### src/rtl/run_window_ctrl.sv
// Run-length window controller: counts 0-runs and 1-runs reaching a programmed length
// within a window of valid samples. Optional abort input under `RUN_WINDOW_ABORT_EN`.
module run_window_ctrl #(
  parameter int LEN_W = 4,
  parameter int CNT_W = 8
) (
  input  logic             clk,
  input  logic             reset,
  input  logic             start,
  input  logic [LEN_W-1:0] run_len,
  input  logic [CNT_W-1:0] win_len,
  input  logic             x,
  input  logic             x_valid,
`ifdef RUN_WINDOW_ABORT_EN
  input  logic             abort,
`endif
  output logic             busy,
  output logic             level,
  output logic             hit,
  output logic             hit_val,
  output logic [CNT_W-1:0] zero_cnt,
  output logic [CNT_W-1:0] one_cnt,
  output logic             done,
  output logic             err
);

  localparam logic [1:0] IDLE = 2'd0;
  localparam logic [1:0] RUN  = 2'd1;
  localparam logic [1:0] DONE = 2'd2;

  logic [1:0]       state;
  logic [LEN_W-1:0] rl_q;
  logic [LEN_W-1:0] run_cnt;
  logic [LEN_W-1:0] run_nxt;
  logic [CNT_W-1:0] wl_q;
  logic [CNT_W-1:0] bit_cnt;
  logic [CNT_W-1:0] bit_nxt;
  logic             last_bit;
  logic             run_hit;
  logic             start_ok;
  logic             abort_req;

`ifdef RUN_WINDOW_ABORT_EN
  assign abort_req = abort;
`else
  assign abort_req = 1'b0;
`endif

  always_comb begin
    run_nxt = run_cnt;
    if (run_cnt == '0 || x != last_bit)
      run_nxt = LEN_W'(1);
    else if (run_cnt < rl_q)
      run_nxt = run_cnt + 1'b1;
    bit_nxt  = bit_cnt + 1'b1;
    // run_len >= 2 guarantees a fresh run (count 1) can never look like a hit
    run_hit  = (run_nxt == rl_q) && (run_cnt != rl_q);
    start_ok = (run_len >= LEN_W'(2)) && (win_len != '0);
  end

  always_ff @(posedge clk or posedge reset) begin
    if (reset) begin
      state    <= IDLE;
      rl_q     <= '0;
      wl_q     <= '0;
      run_cnt  <= '0;
      bit_cnt  <= '0;
      last_bit <= 1'b0;
      busy     <= 1'b0;
      level    <= 1'b0;
      hit      <= 1'b0;
      hit_val  <= 1'b0;
      zero_cnt <= '0;
      one_cnt  <= '0;
      done     <= 1'b0;
      err      <= 1'b0;
    end else begin
      hit  <= 1'b0;
      done <= 1'b0;
      err  <= 1'b0;
      case (state)
        IDLE: begin
          if (start) begin
            if (start_ok) begin
              rl_q     <= run_len;
              wl_q     <= win_len;
              zero_cnt <= '0;
              one_cnt  <= '0;
              bit_cnt  <= '0;
              run_cnt  <= '0;
              last_bit <= 1'b0;
              level    <= 1'b0;
              busy     <= 1'b1;
              state    <= RUN;
            end else begin
              err <= 1'b1;
            end
          end
        end
        RUN: begin
          if (abort_req) begin
            state <= IDLE;
            busy  <= 1'b0;
            level <= 1'b0;
          end else if (x_valid) begin
            bit_cnt  <= bit_nxt;
            run_cnt  <= run_nxt;
            last_bit <= x;
            level    <= (run_nxt >= rl_q);
            if (run_hit) begin
              hit     <= 1'b1;
              hit_val <= x;
              if (x) begin
                if (one_cnt != '1) one_cnt <= one_cnt + 1'b1;
              end else begin
                if (zero_cnt != '1) zero_cnt <= zero_cnt + 1'b1;
              end
            end
            // final sample is still fully processed; only level/busy are forced low
            if (bit_nxt == wl_q) begin
              state <= DONE;
              busy  <= 1'b0;
              level <= 1'b0;
              done  <= 1'b1;
            end
          end
        end
        DONE:    state <= IDLE;
        default: state <= IDLE;
      endcase
    end
  end

endmodule

### config.mk
export PLATFORM = sky130hd
export DESIGN_NAME = run_window_ctrl
export DESIGN_NICKNAME = d
export VERILOG_FILES = /design/src/rtl/run_window_ctrl.sv
export SDC_FILE = /design/constraint.sdc
export NUM_CORES = 1
export LEC_CHECK = 0
export ABC_AREA = 0
export BUFFER_PORTS_ARGS = -buffer_cell sky130_fd_sc_hd__buf_2
export CORE_MARGIN = 5
export CORE_UTILIZATION = 50
export DETAILED_ROUTE_END_ITERATION = 12
export HOLD_SLACK_MARGIN = 0.02
export PLACE_DENSITY = 0.71
export SLEW_MARGIN = 0
export SYNTH_ARGS = -nofsm -noshare
export SYNTH_HDL_FRONTEND = slang
export SYNTH_SLANG_ARGS = --single-unit
### constraint.sdc
create_clock -name clk -period 8.9 [get_ports clk]
set_input_delay 0.89 -clock clk [delete_from_list [all_inputs] [get_ports clk]]
set_output_delay 0.89 -clock clk [all_outputs]
set_load 0.005 [all_outputs]
Yosys cells after proc, flatten, opt, wreduce, memory -nomap -nowiden --
Cells that the tools add are included.
Cells by class: add/subtract/negate cells 4, magnitude comparators 3, equality and inequality tests 16, multiplexer cells 46, reductions and logical operators 14
Operators with widths (count):
- $mux 8 | 11
- $pmux 8 s2 | 3
- $add 8x1->8 const B | 3
- $mux 4 | 5
- $mux 1 | 18
- $ne 2x2->1 const B | 9
- $ne 8x8->1 const B | 2
- $reduce_and 7->1 | 2
- $eq 8x8->1 | 1
- $mux 2 | 4
- $pmux 4 s2 | 1
- $reduce_and 4->1 | 2
- $reduce_bool 8->1 | 1
- $pmux 1 s2 | 3
- $reduce_and 3->1 | 2
- $reduce_and 5->1 | 1
- $add 4x1->4 const B | 1
- $eq 4x4->1 | 1
- $ge 4x2->1 const B | 1
- $ge 4x4->1 | 1
- $logic_not 4->1 | 1
- $lt 4x4->1 | 1
- $ne 4x4->1 | 1
- $pmux 2 s2 | 1
- other kinds (6) | 7
Word-level totals: register bits 49, word-level logic and storage cells 97

Depth between registers and ports, before layout --
Gate-level depths: netlist of the first run.
word-level depth 8, depth in mapped cells 15, depth with buffers taken out 13

Worst setup path before layout of the first run --
No wires, ideal clock.
path type flip-flop to flip-flop, start register run_cnt[1], end register zero_cnt[7], setup time 0.077 ns, arrival time 3.049 ns, data required time 8.823 ns, setup slack 5.773 ns, cell stages (with the launch flop) 14, clock period less this slack 3.127 ns, cell sequence dfrtp_1 ha_1 nor2b_1 o21a_1 o21a_1 or3_1 a21oi_1 ha_1 and3_1 and4_1 buf_6 a22oi_2 or4b_1 a21oi_1
On the way: longest elaborated chain between the ends 7
Ends and longest elaborated chain:
- start, declared | RTL line 33 | logic [LEN_W-1:0] run_cnt;
- start signal, assigned | RTL line 107 | run_cnt <= run_nxt;
- $add 4x1->4, or another cell as far along | RTL line 54 | run_nxt = run_cnt + 1'b1;
- $mux 4 / $logic_or 1x1->1 (equally long branches) | RTL line 53, 51
- $mux 4 | RTL line 51 | if (run_cnt == '0 || x != last_bit)
- $eq 4x4->1 | RTL line 57 | run_hit = (run_nxt == rl_q) && (run_cnt != rl_q);
- $logic_and 1x1->1 (*) | RTL line 57
- $ne 2x2->1 (no source line) (*)
- $reduce_and 7->1 (no source line) (*)
- end signal, assigned | RTL line 116 | if (zero_cnt != '1) zero_cnt <= zero_cnt + 1'b1;
- end, declared | RTL line 21 | output logic [CNT_W-1:0] zero_cnt,
Mark *: on every way between the ends. The rest lies on a longest branch, timed or not. A chain may end at the register's enable or synchronous reset.

Worst setup path after layout of the first run --
Same ends and word-level chain as after synthesis.

==> flow_summary.toml, run 1 <==
[status]
status = "complete, no violations"

[global_routing]
grt_pass1_vias = 2415
grt_util_met3_pct = 3.46
grt_busiest_layer = "met2"
grt_use_met2_pct = 33.6
grt-ovfl-total = 0
grtUsageMet1_pct = 24.5
grt_max_degree = 50
track_usage_pct = 19.2
grt_first_pass_wirelength_mm = 11.6
antenna_found_initial = 0

[critical_path]
path_cells = "ha_1, nor2b_1, o21a_1, o21a_1, or3_1, a21oi_1, ha_1, and3_1, and4_1, a22oi_2, or4b_1, a21oi_1"
r2r-end = "zero_cnt[7]$_DFFE_PP0P_"
cp_num_cells = 12
end_kind = "flip-flop"
cp-endpoint = "zero_cnt[7]$_DFFE_PP0P_"
r2r_start = "run_cnt[1]$_DFFE_PP0P_"
path_buf_inv = 0
timing.critical_path.slowest_cell_delay_ns = 0.55
critPathArrivalTime_ns = 3.85
critPathTopFamily = "simple AND/OR/NAND/NOR gates"
cp_slowest_cell = "or4b_1"
setup.worst_path.start_class = "flip-flop"
required_ns = 9.12
criticalPathCategory = "reg -> reg"
path_max_fanout = 15
ff2ff_path_depth = 12
r2r_slack_ns = 5.27
crit_start = "run_cnt[1]$_DFFE_PP0P_"

[synth]
synth-edff-count = 0
synth-main-ff-cell = "dfrtp_1"
synth_area_per_cell_sq_um = 8.85
synth_fp_nets = 356
yosysSeqAreaShare_pct = 42.5
yosysUniqueCellTypes = 55
yosysWarningCount = 0
synthCells = 326
netlist_area_sq_um = 2890
ys_ff_latch = 49
synthArstFlopShare_pct = 100

[floorplanning]
die_w_um = 86.0
core_sq_um = 5570
initial_core_util_pct = 51.8
top_level_ports = 39
die-area_sq_um = 7390
num_rows = 27
die_h_um = 86.0

[clock_tree]
clock-root-buffer = "clkbuf_8"
cts_hold_buf = 0
clockBufferDepth = 2
numCtsBuffers = 5
path_clk_slew_ns = 0.09
cts_tree = "yes"
insertion_delay_ns = 0.31
post_cts_buffers = 0
htree_levels = 2
cts_resized = 0
clkSinkCount = 49

[pwr]
ir_drop_v = 0.000131
leakage_nw = 1.44
powerDensity_nw_per_um2 = 271
p_total_w = 0.000862

[sta]
max_freq_mhz = 276
worst_slew_pin_slew_ns = 1.02
rsz0062_at_grt = "false"
relSlewSlack_pct = 31.8
setup_viol = 0
final.min_clock_period_ns = 3.63
clock_skew_ns = 0.00718
drv_slew = 0
min_period_over_period_pct = 40.8
finalHoldViolCount = 0
setup-tns-final_ns = 0

[drt]
drt_pass1_iterations = 4
drt-vias-per-instance = 5.79
wl_per_cell_um = 15.8
vias = 2501
wirelength_mm = 6.82
drc = 0
initialDrtViolationCount = 130
ant_nets = 0

[finish]
area_growth_pct = 10.3
drive_above_1_share_pct = 14.7
nets = 389
fillers = 542
stdcell_area_sq_um = 3180
finalNonFillerCells = 432
antenna_cells = 0

[placed_design]
port_buffers = 38
hpwl_mm = 4.97
place_inst = 424
placed_area_sq_um = 3100
place_congestion = 0.921

[worst_hold_path]
min-delay-start = "one_cnt[6]$_DFFE_PP0P_"
hold_class = "reg -> reg"

[job]
drv_cap = 0
[sequential cells by signal, summed over array words and instances, names as in the netlist]
signal and cells:
bit_cnt 8, busy 1, done 1, err 1, hit 1, hit_val 1
last_bit 1, level 1, one_cnt 8, rl_q 4, run_cnt 4, state 2
wl_q 8, zero_cnt 8
[cells by family (layout without fill, tap and decap cells)]
group	after synthesis	in the layout	synth area share [%]
mux	1	1	0.390
simple gates	138	138	24.5
buf+inv	25	59	4.25
flops	49	49	42.5
xor+xnor	8	8	2.43
fa+ha+maj	13	13	5.64
compound gates	92	92	20.3
[placed cells by master, fill, tap and decap left out, types with 3 or more instances in the layout]
cell type	Yosys	final
and2_1	4	4
clkbuf_8	0	5
nor4_1	3	3
a21oi_1	21	21
or4_1	3	3
a31oi_1	6	6
buf_2	5	38
nand4_1	8	8
nor2b_1	6	6
nand3_1	14	14
dfrtp_1	49	49
nand2b_1	5	5
o211ai_1	4	4
ha_1	13	13
nor2_1	13	13
o21ai_0	27	27
or3_1	8	8
o31ai_1	8	8
xor2_1	3	3
nand2_1	53	53
nor3_1	5	5
inv_1	12	11
and3_1	5	5
xnor2_1	5	5
[final cells by class]
| class | count | area, sq um | area share, % |
|---|---|---|---|
| multi-input combinational | 252 | 1540 | 48.3 |
| sequential | 49 | 1230 | 38.5 |
| timing repair buffer | 39 | 198 | 6.21 |
| tap | 72 | 90.1 | 2.83 |
| clock buffer | 6 | 72.6 | 2.28 |
| inverter | 12 | 45.0 | 1.42 |
| clock inverter | 2 | 15.0 | 0.472 |
[worst register-to-register path: stages (launching register included)]
cell     delay, ns
dfrtp_1       0.45
ha_1          0.31
nor2b_1       0.13
o21a_1        0.17
o21a_1        0.26
or3_1         0.37
a21oi_1       0.15
ha_1          0.16
and3_1        0.19
and4_1        0.38
a22oi_2       0.22
or4b_1        0.56
a21oi_1       0.18
[Yosys cell counts, drive strengths merged, types with 6 or more instances]
master	instances	area share, %
o31ai	8	2.1
nand3	15	2.8
inv	12	1.6
o21ai	28	4.9
nand2	53	6.9
ha	13	5.6
dfrtp	49	42
a21oi	21	3.6
a31oi	6	1.3
buf	9	2.2
nor2	13	1.7
or3	8	1.7
nor2b	6	1.3
nand4	8	1.7
[where the power goes]
group | switching, W | total, W | internal (W) | leakage, nW
Sequential | 0.0000705 | 0.000355 | 0.000284 | 0.641
Combinational | 0.000216 | 0.000373 | 0.000157 | 0.761
Clock | 0.0000783 | 0.000134 | 0.0000555 | 0.0374
[stage by stage]
stage | worst slack [ns] | util [%] | hold slack, ns
after global routing | 5.04 | 57.1 | 0.511
after CTS | 5.26 | 57.1 | 0.504
final | 5.27 | 57.1 | 0.504
after floorplan | 5.77 | - | 0.465
after detailed placement | 5.29 | 55.5 | 0.491
after global placement | 5.43 | 55.5 | 0.485
[how the worst min path moves through the flow]
stage | cells past startpoint | to | slack (ns)
floorplan | 2 | wl_q[1]$_DFFE_PP0P_ | 0.47
CTS | 1 | one_cnt[6]$_DFFE_PP0P_ | 0.50
finish | 1 | one_cnt[6]$_DFFE_PP0P_ | 0.50
global route | 1 | one_cnt[6]$_DFFE_PP0P_ | 0.51
detailed placement | 1 | one_cnt[6]$_DFFE_PP0P_ | 0.49
global placement | 2 | wl_q[6]$_DFFE_PP0P_ | 0.48
[per-layer routing]
layer	share of wire [%]	up-vias	routed length, um
li1	-	1268	-
met1	46	1194	3140
met2	51	35	3460
met3	2.9	4	200
met4	0.34	0	23
met5	0	-	0
(Power assumes the default switching activity.)
==> run 2, diff against run 1 <==
- PLACE_DENSITY: 0.71 -> 0.74
- clock period: 8.9 -> 3.2 ns (I/O delays scaled with it)
==> run 2 against run 1 <==
Compared with the run above: the run now ends with negative setup slack left; combinational power rose to 3.6 times the previous value; register-to-register slack got worse by 5.3 ns; sequential power rose to 2.7 times the previous value; critical path type unchanged; worst setup slack got worse by 5.3 ns; clock power rose to 2.8 times the previous value; flip-flop and latch count did not move; first-iteration DRC count rose by 0.77%; clock skew rose by 0.0028 ns; total power rose to 3.1 times the previous value; critical path depth rose by 2; global-route usage rose by 0.19 points.
==> flow_summary.toml, run 2 (same netlist as run 1, synthesis figures left out) <==
[status]
status = "finished, violations left"
violations = "negative setup slack"

[critical_path]
path_cells = "inv_2, ha_4, nor2b_4, o21a_1, o21a_2, or3_4, a21oi_2, ha_1, and3_4, and4_4, a22oi_2, buf_12, or4_4, a21oi_2"
critPathArrivalTime_ns = 3.47
timing.critical_path.slowest_cell_delay_ns = 0.41
criticalPathCategory = "reg -> reg"
path_max_fanout = 7
end_kind = "flip-flop"
setup.worst_path.start_class = "flip-flop"
required_ns = 3.44
cpMostUsedCell = "a21oi_2"
cp_slowest_cell = "or4_4"

[sta]
setup-tns-final_ns = -0.0272
setup_viol = 1
finalHoldViolCount = 0
rsz0062_at_grt = "true"
worst_slack_ns = -0.0272
max_freq_mhz = 310
relSlewSlack_pct = 31.0
worst_slew_pin_slew_ns = 1.03
min_period_over_period_pct = 101
clock_skew_ns = 0.00994
final.min_clock_period_ns = 3.23
drv_slew = 0

[drt]
drt_pass1_iterations = 4
vias = 2625
initialDrtViolationCount = 131
ant_nets = 0
drt-vias-per-instance = 5.76
drc = 0
wl_per_cell_um = 15.3
wirelength_mm = 7.00

[global_routing]
track_usage_pct = 19.4
grt_pass1_vias = 2502
grt_max_degree = 50
grt_first_pass_wirelength_mm = 11.7
grt-ovfl-total = 0
antenna_found_initial = 0

[floorplanning]
die_w_um = 86.0
die-area_sq_um = 7390
die_h_um = 86.0
top_level_ports = 39
num_rows = 27
initial_core_util_pct = 51.8
core_sq_um = 5570

[finish]
area_growth_pct = 19.6
stdcell_area_sq_um = 3450
layout_common_cells = "nand2_1, dfrtp_1, buf_2, buf_4, o21ai_0"
drive_above_1_share_pct = 24.7
antenna_cells = 0
layout_commonest_cell = "nand2_1"
nets = 413

[placed_design]
place_congestion = 0.879
hpwl_mm = 5.06
port_buffers = 38
placed_area_sq_um = 3240

[pwr]
powerDensity_nw_per_um2 = 776
p_total_w = 0.00268
leakage_nw = 1.59
ir_drop_v = 0.000485

[clock_tree]
clockBufferDepth = 2
numCtsBuffers = 5
htree_levels = 2
clkSinkCount = 49
cts_tree = "yes"
insertion_delay_ns = 0.31
clock-root-buffer = "clkbuf_8"
path_clk_slew_ns = 0.10

[job]
drv_cap = 0

[worst_hold_path]
hold_class = "in -> reg"
## run 2: cell types whose count changed in the layout (fill, tap and decap cells not counted), sizes merged
| cell | before | now |
|---|---|---|
| buf | 39 | 63 |
| clkinvlp | 2 | 1 |
| clkbuf | 6 | 5 |
| clkinv | 0 | 1 |
| inv | 12 | 13 |
## run 2: where the power goes
| part | switching, W | leakage [nW] | internal, W | total [W] |
|---|---|---|---|---|
| sequential | 0.000180 | 0.641 | 0.000791 | 0.000971 |
| clock | 0.000221 | 0.0445 | 0.000156 | 0.000376 |
| combinational | 0.000690 | 0.899 | 0.000643 | 0.00133 |
## run 2: what timing repair did
item,4_1_cts,5_1_grt
endpoints found under the setup margin,7,12
pin swaps,7,12
setup buffers,4,2
hold buffers,0,0
gates resized for setup,5,17
## run 2: final cells by class
class | instances | area, sq um
multi-input cells | 252 | 1610
repair buffers | 63 | 390
clock buffers | 5 | 68.8
inverters | 12 | 45.0
well taps | 72 | 90.1
flip-flops and latches | 49 | 1230
fillers | 514 | 2120
clock inverters | 3 | 21.3
## run 2: worst paths after layout
check | from | slack (ns) | depth (start not counted) | to
max in group asynchronous | reset | 2.31 | 2 | state[0]$_DFFE_PP0P_
min in group asynchronous | reset | 0.25 | 2 | wl_q[0]$_DFFE_PP0P_
hold / removal | run_len[0] | 0.22 | 3 | rl_q[0]$_DFFE_PP0P_
setup / recovery | rl_q[1]$_DFFE_PP0P_ | -0.03 | 14 | zero_cnt[6]$_DFFE_PP0P_
setup reg to reg | rl_q[1]$_DFFE_PP0P_ | -0.03 | 14 | zero_cnt[6]$_DFFE_PP0P_
hold reg to reg | one_cnt[6]$_DFFE_PP0P_ | 0.50 | 1 | one_cnt[6]$_DFFE_PP0P_
## run 2: metrics by stage
step | hold slack (ns) | setup slack (ns) | std cells | utilization [%]
after floorplan | 0.425 | 0.0735 | 326 | -
after global placement | 0.487 | 0.0534 | 442 | 58.2
after detailed placement | 0.487 | -0.0707 | 442 | 58.2
after CTS | 0.208 | 0.00309 | 454 | 60.8
after global routing | 0.201 | -0.173 | 456 | 61.9
final | 0.215 | -0.0272 | 456 | 61.9
## run 2: routing by layer
layer	vias to the layer above	track usage (%)	share of wire (%)
met5	-	0	0
met4	0	4.46	0.84
met3	8	3.17	3.6
met2	46	33.6	51
met1	1253	25.1	45
li1	1318	-	-
## run 2: critical path: cells and delay by family (launching register included)
family	cells	cell delay, ns
AND/OR/NAND/NOR	5	1.29
adder cells (fa/ha/maj)	2	0.37
buffers and inverters	2	0.28
AO/OA/AOI/OAI	5	0.83
flip-flops	1	0.39
